==> src/rtl/mem_port_arbiter_pkg.sv <==
// Shared types and constants for the unified-memory port arbiter.
// FSM encoding, owner tags and default bus widths.
package mem_port_arbiter_pkg;

  localparam int unsigned DEF_ADDR_W = 16;
  localparam int unsigned DEF_DATA_W = 16;

  // Counter widths sized for the legal parameter ranges (MAX_WAIT<=15, RD_LAT<=4)
  localparam int unsigned CNT_W = 4;
  localparam int unsigned LAT_W = 3;

  typedef enum logic {
    ST_READY   = 1'b0,
    ST_RD_WAIT = 1'b1
  } state_t;

  localparam logic OWNER_CPU = 1'b0;
  localparam logic OWNER_LD  = 1'b1;

endpackage

==> src/rtl/mem_arb_starve_ctr.sv <==
// Saturating count of consecutive cycles the loader requested but was not granted.
// sat tells the arbiter the loader must win its next READY cycle.
module mem_arb_starve_ctr
  import mem_port_arbiter_pkg::*;
#(
  parameter int unsigned MAX_WAIT = 4
) (
  input  logic clk,
  input  logic rst,
  input  logic inc,
  input  logic clr,
  output logic sat
);

  logic [CNT_W-1:0] cnt;

  always_ff @(posedge clk) begin
    if (rst) begin
      cnt <= '0;
    end else if (clr) begin
      cnt <= '0;
    end else if (inc && !sat) begin
      cnt <= cnt + CNT_W'(1);
    end
  end

  assign sat = (cnt == CNT_W'(MAX_WAIT));

endmodule

==> src/rtl/mem_port_arbiter.sv <==
// Arbitrates the single-ported instruction/data memory between the CPU and the loader.
// CPU has fixed priority except when the starvation counter has saturated.
module mem_port_arbiter
  import mem_port_arbiter_pkg::*;
#(
  parameter int unsigned ADDR_W   = DEF_ADDR_W,
  parameter int unsigned DATA_W   = DEF_DATA_W,
  parameter int unsigned RD_LAT   = 2,
  parameter int unsigned MAX_WAIT = 4
) (
  input  logic              CLK,
  input  logic              Reset,
  input  logic              cpu_req,
  input  logic              cpu_we,
  input  logic [ADDR_W-1:0] cpu_addr,
  input  logic [DATA_W-1:0] cpu_wdata,
  output logic              cpu_gnt,
  output logic              cpu_rvalid,
  output logic [DATA_W-1:0] cpu_rdata,
  input  logic              ld_req,
  input  logic              ld_we,
  input  logic [ADDR_W-1:0] ld_addr,
  input  logic [DATA_W-1:0] ld_wdata,
  output logic              ld_gnt,
  output logic              ld_rvalid,
  output logic [DATA_W-1:0] ld_rdata,
  output logic              mem_en,
  output logic              mem_we,
  output logic [ADDR_W-1:0] mem_addr,
  output logic [DATA_W-1:0] mem_wdata,
  input  logic [DATA_W-1:0] mem_rdata,
  output logic              busy
);

  state_t           state;
  state_t           state_nxt;
  logic             owner;
  logic [LAT_W-1:0] lat_cnt;
  logic             cpu_win;
  logic             ld_win;
  logic             rd_issue;
  logic             starve_sat;

  mem_arb_starve_ctr #(
    .MAX_WAIT (MAX_WAIT)
  ) u_starve (
    .clk (CLK),
    .rst (Reset),
    .inc (ld_req && !ld_win),
    .clr (ld_win),
    .sat (starve_sat)
  );

  // Winner selection; grants are suppressed during reset and while a read is in flight
  always_comb begin
    ld_win  = 1'b0;
    cpu_win = 1'b0;
    if (!Reset && state == ST_READY) begin
      ld_win  = ld_req && (!cpu_req || starve_sat);
      cpu_win = cpu_req && !ld_win;
    end
  end

  assign rd_issue = (cpu_win && !cpu_we) || (ld_win && !ld_we);

  always_ff @(posedge CLK) begin
    if (Reset) begin
      state <= ST_READY;
    end else begin
      state <= state_nxt;
    end
  end

  always_comb begin
    state_nxt = state;
    case (state)
      ST_READY: begin
        if (rd_issue) state_nxt = ST_RD_WAIT;
      end
      ST_RD_WAIT: begin
        if (lat_cnt == LAT_W'(1)) state_nxt = ST_READY;
      end
      default: state_nxt = ST_READY;
    endcase
  end

  // Read bookkeeping: who owns the outstanding read and how long until its data lands
  always_ff @(posedge CLK) begin
    if (Reset) begin
      owner   <= OWNER_CPU;
      lat_cnt <= '0;
    end else if (rd_issue) begin
      owner   <= ld_win ? OWNER_LD : OWNER_CPU;
      lat_cnt <= LAT_W'(RD_LAT);
    end else if (state == ST_RD_WAIT) begin
      lat_cnt <= lat_cnt - LAT_W'(1);
    end
  end

  always_comb begin
    cpu_gnt    = cpu_win;
    ld_gnt     = ld_win;
    mem_en     = cpu_win || ld_win;
    mem_we     = 1'b0;
    mem_addr   = '0;
    mem_wdata  = '0;
    busy       = !Reset && (state == ST_RD_WAIT);
    cpu_rvalid = 1'b0;
    ld_rvalid  = 1'b0;
    if (cpu_win) begin
      mem_we    = cpu_we;
      mem_addr  = cpu_addr;
      mem_wdata = cpu_wdata;
    end else if (ld_win) begin
      mem_we    = ld_we;
      mem_addr  = ld_addr;
      mem_wdata = ld_wdata;
    end
    if (busy && lat_cnt == LAT_W'(1)) begin
      cpu_rvalid = (owner == OWNER_CPU);
      ld_rvalid  = (owner == OWNER_LD);
    end
  end

  assign cpu_rdata = mem_rdata;
  assign ld_rdata  = mem_rdata;

endmodule

==> config.mk <==
export PLATFORM = sky130hd
export DESIGN_NAME = mem_port_arbiter
export DESIGN_NICKNAME = d
export VERILOG_FILES = /design/src/rtl/mem_port_arbiter_pkg.sv /design/src/rtl/mem_arb_starve_ctr.sv /design/src/rtl/mem_port_arbiter.sv
export SDC_FILE = /design/constraint.sdc
export NUM_CORES = 1
export LEC_CHECK = 0
export BUFFER_PORTS_ARGS = -buffer_cell sky130_fd_sc_hd__buf_2
export CAP_MARGIN = 20
export CORE_MARGIN = 2
export CORE_UTILIZATION = 32
export DETAILED_ROUTE_END_ITERATION = 16
export HOLD_SLACK_MARGIN = 0.12
export PLACE_DENSITY = 0.88
export SYNTH_ARGS = -nofsm -noshare
export SYNTH_HDL_FRONTEND = slang
export SYNTH_SLANG_ARGS = --single-unit
==> constraint.sdc <==
create_clock -name CLK -period 2 [get_ports CLK]
set_clock_uncertainty 0.15 [all_clocks]
set_input_delay 0.1 -clock CLK [delete_from_list [all_inputs] [get_ports CLK]]
set_output_delay 0.1 -clock CLK [all_outputs]
set_load 0.01 [all_outputs]
# After elaboration in Yosys (flattened, before gate mapping)

Cells that the tools add are included.

$add $sub $neg: 2
Eq/ne operators: 2
Mux-type cells: 16
Bitwise gates (word level): 2
Reduce and logical (&&, ||, !) cells: 22
Magnitude comparators: 0
Shifts and indexed selects: 0
Div/mod/pow operators: 0
$mul: 0

Operators with widths:

| kind                                                 | count |
|---|---|
| two-way mux 16 bit                                   | 4 |
| logical AND 1 bit                                    | 9 |
| two-way mux 1 bit                                    | 9 |
| zero test 1 bit                                      | 7 |
| adder 4 x 1 -> 4 bit (second input constant)         | 1 |
| equality test 4 x 3 -> 1 bit (second input constant) | 1 |
| two-way mux 2 bit                                    | 2 |
| OR reduction 2 bit                                   | 2 |
| equality test 3 x 1 -> 1 bit (second input constant) | 1 |
| logical OR 1 bit                                     | 3 |
| subtractor 3 x 1 -> 3 bit (second input constant)    | 1 |
| inverter 1 bit                                       | 2 |
| one-hot mux 1 bit (2 select lines)                   | 1 |
| nonzero test 2 bit                                   | 1 |

ROM bits: 0
Memories kept: 0
Flip-flop bits (word level): 9
Output and inout port bits: 71
Latch bits: 0
Logic and storage cells: 49
Bits in writable memories: 0
Input port bits: 86

# Logic depth before layout (Yosys ltp)

Gate-level depths: netlist of the first run.

Word-level depth: 10
Mapped depth: 7
Depth with buffers taken out: 5

# By module

A second synthesis of the first run with hierarchy kept.

Cells, all modules: 132
Area, all modules: 1,161.1 um2

Modules (own cells, without submodules):

| module             | times used | area an instance (um2) | cells an instance |
|---|---|---|---|
| mem_port_arbiter   | 1          | 932.1                  | 107 |
| mem_arb_starve_ctr | 1          | 229.0                  | 25 |

# Least setup slack after synthesis of the first run

No wires, ideal clock.

Path type: register -> output
Start: reg u_starve.cnt[0]
End: out mem_addr[0]
Setup slack: 0.167 ns
Arrival: 1.583 ns
Stages on the path, launching flop included: 8
Cells stage by stage: dfxtp_1 > inv_1 > ha_1 > nand3b_4 > a2111oi_4 > buf_6 > buf_6 > a22o_1

Cells in the longest elaborated chain, start to end: 7
Elaborated cells between the ends (all ways): 9
Those cells by class: 1 x eq/ne; 4 x mux; 4 x reduce/logical

RTL lines:

| item                             | RTL line                 | source |
|---|---|---|
| start, declared                  | mem_arb_starve_ctr.sv:15 | `logic [CNT_W-1:0] cnt;` |
| start signal, assigned           | mem_arb_starve_ctr.sv:23 | `cnt <= cnt + CNT_W'(1);` |
| equality test 4 x 3 -> 1 bit (*) | mem_arb_starve_ctr.sv:27 | `assign sat = (cnt == CNT_W'(MAX_WAIT));` |
| logical OR 1 bit (*)             | mem_port_arbiter.sv:59   | `ld_win = ld_req && (!cpu_req \|\| starve_sat);` |
| logical AND 1 bit (*)            | mem_port_arbiter.sv:59   |  |
| zero test 1 bit                  | mem_port_arbiter.sv:60   | `cpu_win = cpu_req && !ld_win;` |
| logical AND 1 bit                | mem_port_arbiter.sv:60   |  |
| two-way mux 1 bit                | mem_port_arbiter.sv:58   | `if (!Reset && state == ST_READY) begin` |
| two-way mux 16 bit (*)           | mem_port_arbiter.sv:110  | `if (cpu_win) begin` |
| end, declared                    | mem_port_arbiter.sv:29   | `output logic [ADDR_W-1:0] mem_addr,` |

Every way passes the cells marked *; elsewhere a longest branch is shown, timed or not.

# Final worst setup path of the first run

Start: reg u_starve.cnt[0]
End: out mem_wdata[15]

Cells in the longest elaborated chain, start to end: 7
Elaborated cells between the ends (all ways): 9
Those cells by class: 1 x eq/ne; 4 x mux; 4 x reduce/logical

RTL lines:

| item                             | RTL line                 | source |
|---|---|---|
| equality test 4 x 3 -> 1 bit (*) | mem_arb_starve_ctr.sv:27 |  |
| logical OR 1 bit (*)             | mem_port_arbiter.sv:59   |  |
| logical AND 1 bit (*)            | mem_port_arbiter.sv:59   |  |
| zero test 1 bit                  | mem_port_arbiter.sv:60   |  |
| logical AND 1 bit                | mem_port_arbiter.sv:60   |  |
| two-way mux 1 bit                | mem_port_arbiter.sv:58   |  |
| two-way mux 16 bit (*)           | mem_port_arbiter.sv:110  |  |
| end, declared                    | mem_port_arbiter.sv:30   | `output logic [DATA_W-1:0] mem_wdata,` |

Marked as above.

==> results_dict.tcl, run 1 <==
set metrics [dict create \
    status "finished, violations left" \
    violations "setup timing" \
    grt_pass1_wl_um 6299 \
    worst_skew_pair.late_latency_ns 0.24 \
    area_delta_synth_final_pct 67.20 \
    cp.required_ns 1.75 \
    drv_slew 0 \
    synth_edf_count 0 \
    rsz0062_at_grt "yes" \
    synth_top_area_frac 0.2460 \
    vdd_drop_max_mv 0.4362 \
    setup_tns_ns -1.724 \
    dp.cells 255 \
    synthCells 139 \
    cp_max_fo 5 \
    worstMarginPinSlew_ns 0.4480 \
    core_area_mm2 0.003606 \
    avgViaCountPerCell 5.151 \
    antenna_found_initial 0 \
    placementRows 22 \
    worst_ep_arrival_time_ns 1.83 \
    grt_pass1_vias 1406 \
    n_antenna_cell 0 \
    numCtsBuffers 3 \
    die_h_um 64.59 \
    syn_area_mm2 0.001175 \
    start_util 0.3258 \
    cts.clk_slew.worst_paths_ns 0.04 \
    post-route-min-period_ns 2.077 \
    drc 0 \
    die_w_um 64.59 \
    synth_seq_area_share 0.1534 \
    drt-pass1-iter-count 4 \
    leakagePower_nw 1.045 \
    via_count 1499 \
    gp_congestion 0.8511 \
    grt_max_degree 35 \
    fmax_ghz 0.4815 \
    ant_nets 0 \
    synth_ff_type "dfxtp_1" \
    synth_cell_types 36 \
    ctsHtreeMaxLevel 1 \
    start_kind "flip-flop" \
    fill_cells 326 \
    grt_usage 0.1949 \
    io_buffers 108 \
    boundaryPins 157 \
    ys_ff_latch 9 \
    avgSynthCellArea_um2 8.452 \
    syn-num-nets 229 \
    grt-ovfl-total 0 \
    finalSetupViolations 33 \
    clock-sinks 9 \
    drtIter0Drc 58 \
    relSlewSlack 0.6995 \
    fin_cells 291 \
    crit_type "flip-flop to primary output" \
    final.setup.worst_slack_ns -0.07703 \
    clk_path_buf_depth 2 \
    worstHoldPathType "input pin to flip-flop" \
    pre_cts_ws_ns 0.01913 \
    utilization 0.5448 \
    die_area_mm2 0.004172 \
    hpwlAfterDp_um 2629 \
    yosysMostFrequentCell "a22o_1" \
    cts_root_buffer "clkbuf_8" \
    wl_per_cell_um 15.00 \
    async_flop_share 0 \
    layout.nets 334 \
    drv_cap 0 \
    drive_gt1_frac 0.5514 \
    endpoint_kind "primary output" \
    synth_area_leaders "a22o_1 (25%), buf_4 (20%), dfxtp_1 (15%)" \
    yosysTopAreaCell "a22o_1" \
    cts_tree "done" \
    fin_crit_sh 1.039 \
    yosys_warnings 0 \
    drt-total-wl_um 4364 \
    synth_common_cells "a22o_1 (33), buf_4 (32), dfxtp_1 (9), inv_1 (9), buf_2 (6)" \
    hold_violations 0 \
    power.density_mw_per_mm2 411.9 \
]
[cells by family after synthesis]
family | after synthesis | share of synthesized area
adders and majority gates | 4 | 0.04260
and+or+nand+nor | 20 | 0.1193
AOI/OAI and AO/OA | 52 | 0.3759
buffers and inverters | 52 | 0.2939
xor gates and xnor gates | 2 | 0.01491
DFF | 9 | 0.1534
[path summary, 6_finish.rpt]
kind | end | start | slack [ns] | cells after the start
setup / recovery | mem_wdata[15] | u_starve.cnt[0] | -0.08 | 8
setup reg to reg | u_starve.cnt[2] | u_starve.cnt[0] | 0.24 | 8
hold / removal | u_starve.cnt[2] | ld_req | 0.16 | 3
hold reg to reg | owner | owner | 0.34 | 1
[metal layers]
layer | up-vias | global-route usage | wire length (um)
li1 | 696 | - | -
met1 | 688 | 0.2162 | 1635
met2 | 104 | 0.3698 | 2307
met3 | 11 | 0.03299 | 349
met4 | 0 | 0.06915 | 72
met5 | - | 0 | 0
[registers in the layout, indices dropped and copies added, names as in the netlist]
register	flops
u_starve.cnt	4
lat_cnt	3
state	1
owner	1
[power breakdown]
group / switching [mW] / internal (mW) / leakage [nW]
clock network: 0.0763 / 0.139 / 0.0228
logic: 0.179 / 0.208 / 0.948
registers: 0.0134 / 0.193 / 0.0744
total: 0.269 / 0.540 / 1.05
[layout make-up]
class / count / area [um2] / share of cell area
sequential: 9 / 182.7 / 0.09299
multi-input combinational: 78 / 666.9 / 0.3395
timing repair buffer: 143 / 975.9 / 0.4968
tap: 48 / 60.06 / 0.03057
clock buffer: 4 / 45.04 / 0.02293
inverter: 9 / 33.78 / 0.01720
[worst max-delay path: stages, from the launching register on]
cell       delay, ns
dfxtp_2         0.32
inv_2           0.07
ha_4            0.14
nand3b_4        0.09
a2111oi_4       0.34
buf_6           0.21
clkbuf_16       0.15
a22o_1          0.14
buf_6           0.11
[stage by stage]
stage	area, um2	hold slack, ns	total power, mW
after floorplan	1175	0.1136	0.4216
after global placement	1511	0.05010	0.4796
after detailed placement	1511	0.05010	0.4870
after CTS	1924	0.1455	0.8037
after global routing	1964	0.1801	0.8575
final	1964	0.1582	0.8092
[cell usage in the layout (no fill, tap or decap), types with 2 or more instances in the layout]
cell,netlist,layout
a211oi_1,4,4
a21oi_1,4,4
a22o_1,33,33
buf_12,0,2
buf_16,0,3
buf_2,6,106
buf_4,32,8
buf_6,3,2
clkbuf_8,0,3
dfxtp_1,9,7
dfxtp_2,0,2
dlygate4sd3_1,0,20
ha_1,4,3
inv_1,9,7
inv_2,0,2
nand2_1,2,2
nand3_1,2,2
nor2_1,2,2
nor4_1,2,2
o21ai_0,3,3
o31a_1,2,2
[repair_timing]
| action | in CTS | in global routing |
|---|---|---|
| pin swaps | 11 | 15 |
| gates resized for setup | 12 | 2 |
| endpoints found under the hold margin | 39 | 0 |
| setup buffers | 6 | 1 |
| hold buffers | 20 | 0 |
| setup endpoints to repair | 34 | 34 |
| gates cloned | 4 | 1 |
Power figures use the tool's default switching activity.
==> run 2, diff against run 1 <==
Settings changed: PLACE_DENSITY 0.88 to not set, PLACE_DENSITY_LB_ADDON set to 0.05.
==> run 2 against run 1 <==
Against the previous run: the run still ends with setup timing left; maximum frequency decreased by 3.1%; non-clock buffer count rose by 1; critical path depth is 1 higher; cell area fell by 2.0%; routed wire length increased by 10%; via count down 2.5%; total power fell by 0.27%; sequential power about the same.
==> results_dict.tcl, run 2 (same netlist as run 1, synthesis figures left out) <==
set metrics [dict create \
    grt-ovfl-total 0 \
    p_total_mw 0.8070 \
    violations "setup timing" \
    drt-pass1-iter-count 4 \
    die_area_mm2 0.004172 \
    hpwlAfterDp_um 3253 \
    core_area_mm2 0.003606 \
    grt_max_degree 18 \
    fill_cells 347 \
    io_buffers 108 \
    fmax_ghz 0.4665 \
    wl_per_cell_um 16.50 \
    relSlewSlack 0.6773 \
    grt_pass1_vias 1380 \
    final.setup.worst_slack_ns -0.1435 \
    multi_input_area_um2 666.9 \
    cts_root_buffer "clkbuf_8" \
    boundaryPins 157 \
    numCtsBuffers 3 \
    drv_slew 0 \
    cp.required_ns 1.75 \
    grt_usage 0.2058 \
    avgViaCountPerCell 5.007 \
    area_delta_synth_final_pct 63.79 \
    die_w_um 64.59 \
    worstHoldPathType "input pin to flip-flop" \
    gp_congestion 0.8698 \
    reg_top3 "u_starve.cnt x4, lat_cnt x3" \
    drive_gt1_frac 0.5533 \
    clock-sinks 9 \
    power.density_mw_per_mm2 419.4 \
    vdd_drop_max_mv 0.2892 \
    drv_cap 0 \
    ff_latch_area_um2 182.7 \
    largest_reg_flops 4 \
    ctsHtreeMaxLevel 1 \
    clk_path_buf_depth 2 \
    finalSetupViolations 16 \
    leakagePower_nw 1.031 \
    placementRows 22 \
    worstMarginPinSlew_ns 0.4833 \
    placed_area_mm2 0.001521 \
    hold_violations 0 \
    grt_pass1_wl_um 6755 \
    drt-total-wl_um 4817 \
    n_antenna_cell 0 \
    utilization 0.5337 \
    worst_ep_arrival_time_ns 1.89 \
    worst_skew_pair.late_latency_ns 0.23 \
    regMostFlops "u_starve.cnt" \
    cts.clk_slew.worst_paths_ns 0.05 \
    drtIter0Drc 44 \
    worst-r2r-setup-slack_ns 0.31 \
    start_util 0.3258 \
    antenna_found_initial 0 \
    status "finished, violations left" \
    ant_nets 0 \
    layout.nets 335 \
    crit_type "flip-flop to primary output" \
    endpoint_kind "primary output" \
    layout_common_cells "buf_2 (105), a22o_1 (33), dlygate4sd3_1 (20)" \
    cts_tree "done" \
    start_kind "flip-flop" \
    setup_tns_ns -1.117 \
    fin_cells 292 \
    die_h_um 64.59 \
    fin_area_mm2 0.001924 \
    drc 0 \
    dp.cells 258 \
    cp_max_fo 8 \
    post-route-min-period_ns 2.143 \
    mostFrequentLayoutCell "buf_2" \
    fin_crit_sh 1.072 \
    via_count 1462 \
    rsz0062_at_grt "yes" \
]
-- run 2: cell types whose count changed in the layout (fill, tap and decap cells not counted) --
cell and change:
buf_6 +4, buf_16 -3, buf_12 +1, buf_2 -1, buf_4 +1, clkbuf_16 -1
-- run 2: power breakdown --
part           internal (mW)  switching [mW]  total [mW]
clock network          0.139          0.0760       0.215
logic                  0.202           0.184       0.386
registers              0.192          0.0135       0.206
total                  0.534           0.273       0.807
-- run 2: worst paths after layout --
path / startpoint / to / depth (start not counted)
hold reg to reg: owner / owner / 1
hold / removal: ld_req / lat_cnt[0] / 3
setup reg to reg: u_starve.cnt[0] / u_starve.cnt[2] / 8
setup / recovery: u_starve.cnt[0] / mem_addr[9] / 9
-- run 2: area by class of cell --
cell class	count	area share
timing repair buffer	144	0.4863
multi-input combinational	78	0.3466
sequential	9	0.09493
tap	48	0.03121
clock buffer	4	0.02341
inverter	9	0.01756
-- run 2: per-stage QoR --
step / worst slack, ns / hold WS [ns]
after global routing: -0.2155 / 0.1681
after global placement: 0.01686 / 0.05010
after floorplan: 0.1670 / 0.1136
after CTS: -0.09688 / 0.1393
after detailed placement: -0.008801 / 0.05010
final: -0.1435 / 0.1321
-- run 2: repair_timing --
action                     in CTS  in global routing
setup buffers                   8                  1
pin swaps                      16                 18
resized for setup              10                  9
hold buffers                   20                  0
gates cloned                    2                  1
setup endpoints to repair      34                 34
hold endpoints to repair       38                  0
-- run 2: per-layer routing --
layer | vias to the layer above | part of all wire | global-route usage
met4 | 0 | 0.0023 | 0.04787
met3 | 2 | 0.083 | 0.05035
li1 | 699 | - | -
met2 | 75 | 0.51 | 0.3711
met5 | - | 0 | 0
met1 | 686 | 0.40 | 0.2445
-- run 2: worst max-delay path: stages (launching register included) --
cell	delay, ns
dfxtp_2	0.32
inv_2	0.07
ha_4	0.14
nand3b_4	0.08
a2111oi_4	0.32
buf_4	0.21
buf_12	0.11
buf_12	0.11
a22o_1	0.16
buf_2	0.14
==> run 3, diff against run 2 <==
Settings changed: CAP_MARGIN 20 to 10, SKIP_CTS_REPAIR_TIMING set to 1.
==> run 3 against run 2 <==
Against the previous run: the run still ends with setup timing left; core utilization down 1.5 points; routed wire length shrank 0.81%; maximum frequency up 3.1%; flip-flop and latch count did not move; combinational power is 4% lower; sequential power is essentially flat.
==> results_dict.tcl, run 3 (same netlist as run 1, synthesis figures left out) <==
set metrics [dict create \
    status "finished, violations left" \
    violations "setup timing" \
    layout.nets 330 \
    cts_root_buffer "clkbuf_8" \
    largest_reg_flops 4 \
    drt-pass1-iter-count 4 \
    placementRows 22 \
    power.density_mw_per_mm2 423.1 \
    cp_num_buf_inv 4 \
    leakagePower_nw 1.007 \
    start_util 0.3258 \
    hpwlAfterDp_um 3253 \
    p_clk_frac 0.271 \
    grt_max_degree 33 \
    grt_usage 0.1785 \
    avgViaCountPerCell 5.056 \
    gp_congestion 0.8698 \
    drtIter0Drc 44 \
    pre_cts_ws_ns -0.008801 \
    drv_slew 0 \
    ctsHtreeMaxLevel 1 \
    crit_cells 8 \
    rsz0062_at_grt "yes" \
    worst-r2r-setup-slack_ns 0.35 \
    relSlewSlack 0.6830 \
    fill_cells 360 \
    drive_gt1_frac 0.5314 \
    slowest_delay_ns 0.33 \
    crit_type "flip-flop to primary output" \
    p_switching_mw 0.2686 \
    boundaryPins 157 \
    finalSetupViolations 33 \
    ant_nets 0 \
    die_w_um 64.59 \
    regMostFlops "u_starve.cnt" \
    antenna_found_initial 0 \
    wl_per_cell_um 16.65 \
    worst_ep_arrival_time_ns 1.83 \
    via_count 1451 \
    grt_pass1_wl_um 5989 \
    drv_cap 0 \
    grt_pass1_vias 1222 \
    drc 0 \
    placed_area_mm2 0.001521 \
    numCtsBuffers 3 \
    p_total_mw 0.7909 \
    cp_cell_sequence "inv_2, ha_4, nand3b_4, a2111oi_4, buf_6, clkbuf_16, a22o_1, buf_2" \
    drt-total-wl_um 4778 \
    p_int_mw 0.5223 \
    grt-ovfl-total 0 \
    die_area_mm2 0.004172 \
    cp_max_fo 8 \
    endpoint_kind "primary output" \
    clock-sinks 9 \
    core_area_mm2 0.003606 \
    pwr-share-seq 0.261 \
    io_buffers 108 \
    cp.required_ns 1.75 \
    layout_common_cells "buf_2 (107), a22o_1 (33), dlygate4sd3_1 (21)" \
    n_antenna_cell 0 \
    cts_tree "done" \
    worstHoldPathType "input pin to flip-flop" \
    worstMarginPinSlew_ns 0.4749 \
    final.setup.worst_slack_ns -0.07820 \
    crit_family "buffers and inverters" \
    hold_violations 0 \
    hold_depth 3 \
    area_delta_synth_final_pct 59.11 \
    swShare 0.3396 \
    reg_top3 "u_starve.cnt x4, lat_cnt x3" \
    vdd_drop_max_mv 0.2826 \
    reg2reg_depth 7 \
    fin_area_mm2 0.001869 \
    mostFrequentLayoutCell "buf_2" \
    crit_slowest_cell "dfxtp_2" \
    post-route-min-period_ns 2.078 \
    clk_path_buf_depth 2 \
    worst_skew_pair.late_latency_ns 0.23 \
    fin_crit_sh 1.039 \
    combPwrFrac 0.468 \
    fmax_ghz 0.4812 \
    die_h_um 64.59 \
    start_kind "flip-flop" \
    cts.clk_slew.worst_paths_ns 0.05 \
]
==> run 3: changes by cell type in the layout (fill, tap and decap cells not counted) <==
| cell | previous run | this run |
|---|---|---|
| and3_1 | 0 | 1 |
| and3_4 | 1 | 0 |
| buf_12 | 3 | 1 |
| buf_2 | 105 | 107 |
| buf_4 | 9 | 5 |
| buf_6 | 6 | 3 |
| buf_8 | 1 | 0 |
| clkbuf_16 | 0 | 2 |
| dfxtp_1 | 7 | 8 |
| dfxtp_2 | 2 | 1 |
| dlygate4sd3_1 | 20 | 21 |
==> run 3: worst reg2reg max path, delay by kind of cell, from the launching register on <==
| family | cells | cell delay (ns) |
|---|---|---|
| AND/OR/NAND/NOR | 1 | 0.09 |
| AO/OA/AOI/OAI | 2 | 0.37 |
| adder cells (fa/ha/maj) | 1 | 0.16 |
| buffers and inverters | 3 | 0.43 |
| flip-flops | 1 | 0.33 |
==> run 3: power by group through the flow <==
stage / Sequential [mW] / Combinational (mW) / Clock, mW
floorplan: 0.203 / 0.219 / 0
global placement: 0.208 / 0.285 / 0
detailed placement: 0.209 / 0.286 / 0
CTS: 0.205 / 0.290 / 0.222
global route: 0.207 / 0.400 / 0.238
finish: 0.206 / 0.370 / 0.214
==> run 3: cell type report <==
class,count,area (um2),share of cell area
Sequential cell,9,181.4,0.09706
Timing Repair Buffer,139,887.1,0.4746
Inverter,9,33.78,0.01807
Clock buffer,4,45.04,0.02410
Tap cell,48,60.06,0.03213
Multi-Input combinational cell,78,661.9,0.3541
==> run 3: path summary, 6_finish.rpt <==
check	to	from
worst max-delay path	mem_addr[12]	u_starve.cnt[0]
worst min-delay path	u_starve.cnt[2]	ld_req
worst max register to register	u_starve.cnt[0]	u_starve.cnt[0]
worst min register to register	owner	owner
==> run 3: metrics by stage <==
| step | instances | util | setup TNS (ns) | hold slack [ns] |
|---|---|---|---|---|
| 2_1_floorplan | 139 | - | 0 | 0.1136 |
| 3_3_place_gp | 258 | 0.4219 | 0 | 0.05010 |
| 3_5_place_dp | 258 | 0.4219 | -0.01184 | 0.05010 |
| 4_1_cts | 262 | 0.4344 | -7.631 | 0.009788 |
| 5_1_grt | 287 | 0.5184 | -4.759 | 0.1246 |
| 6_report | 287 | 0.5184 | -1.879 | 0.1065 |
==> run 3: metal layers <==
metal	global-route usage	vias to the layer above	wire, um
li1	-	689	-
met1	0.2256	677	1913
met2	0.3008	79	2416
met3	0.05382	6	400
met4	0.03457	0	48
met5	0	-	0
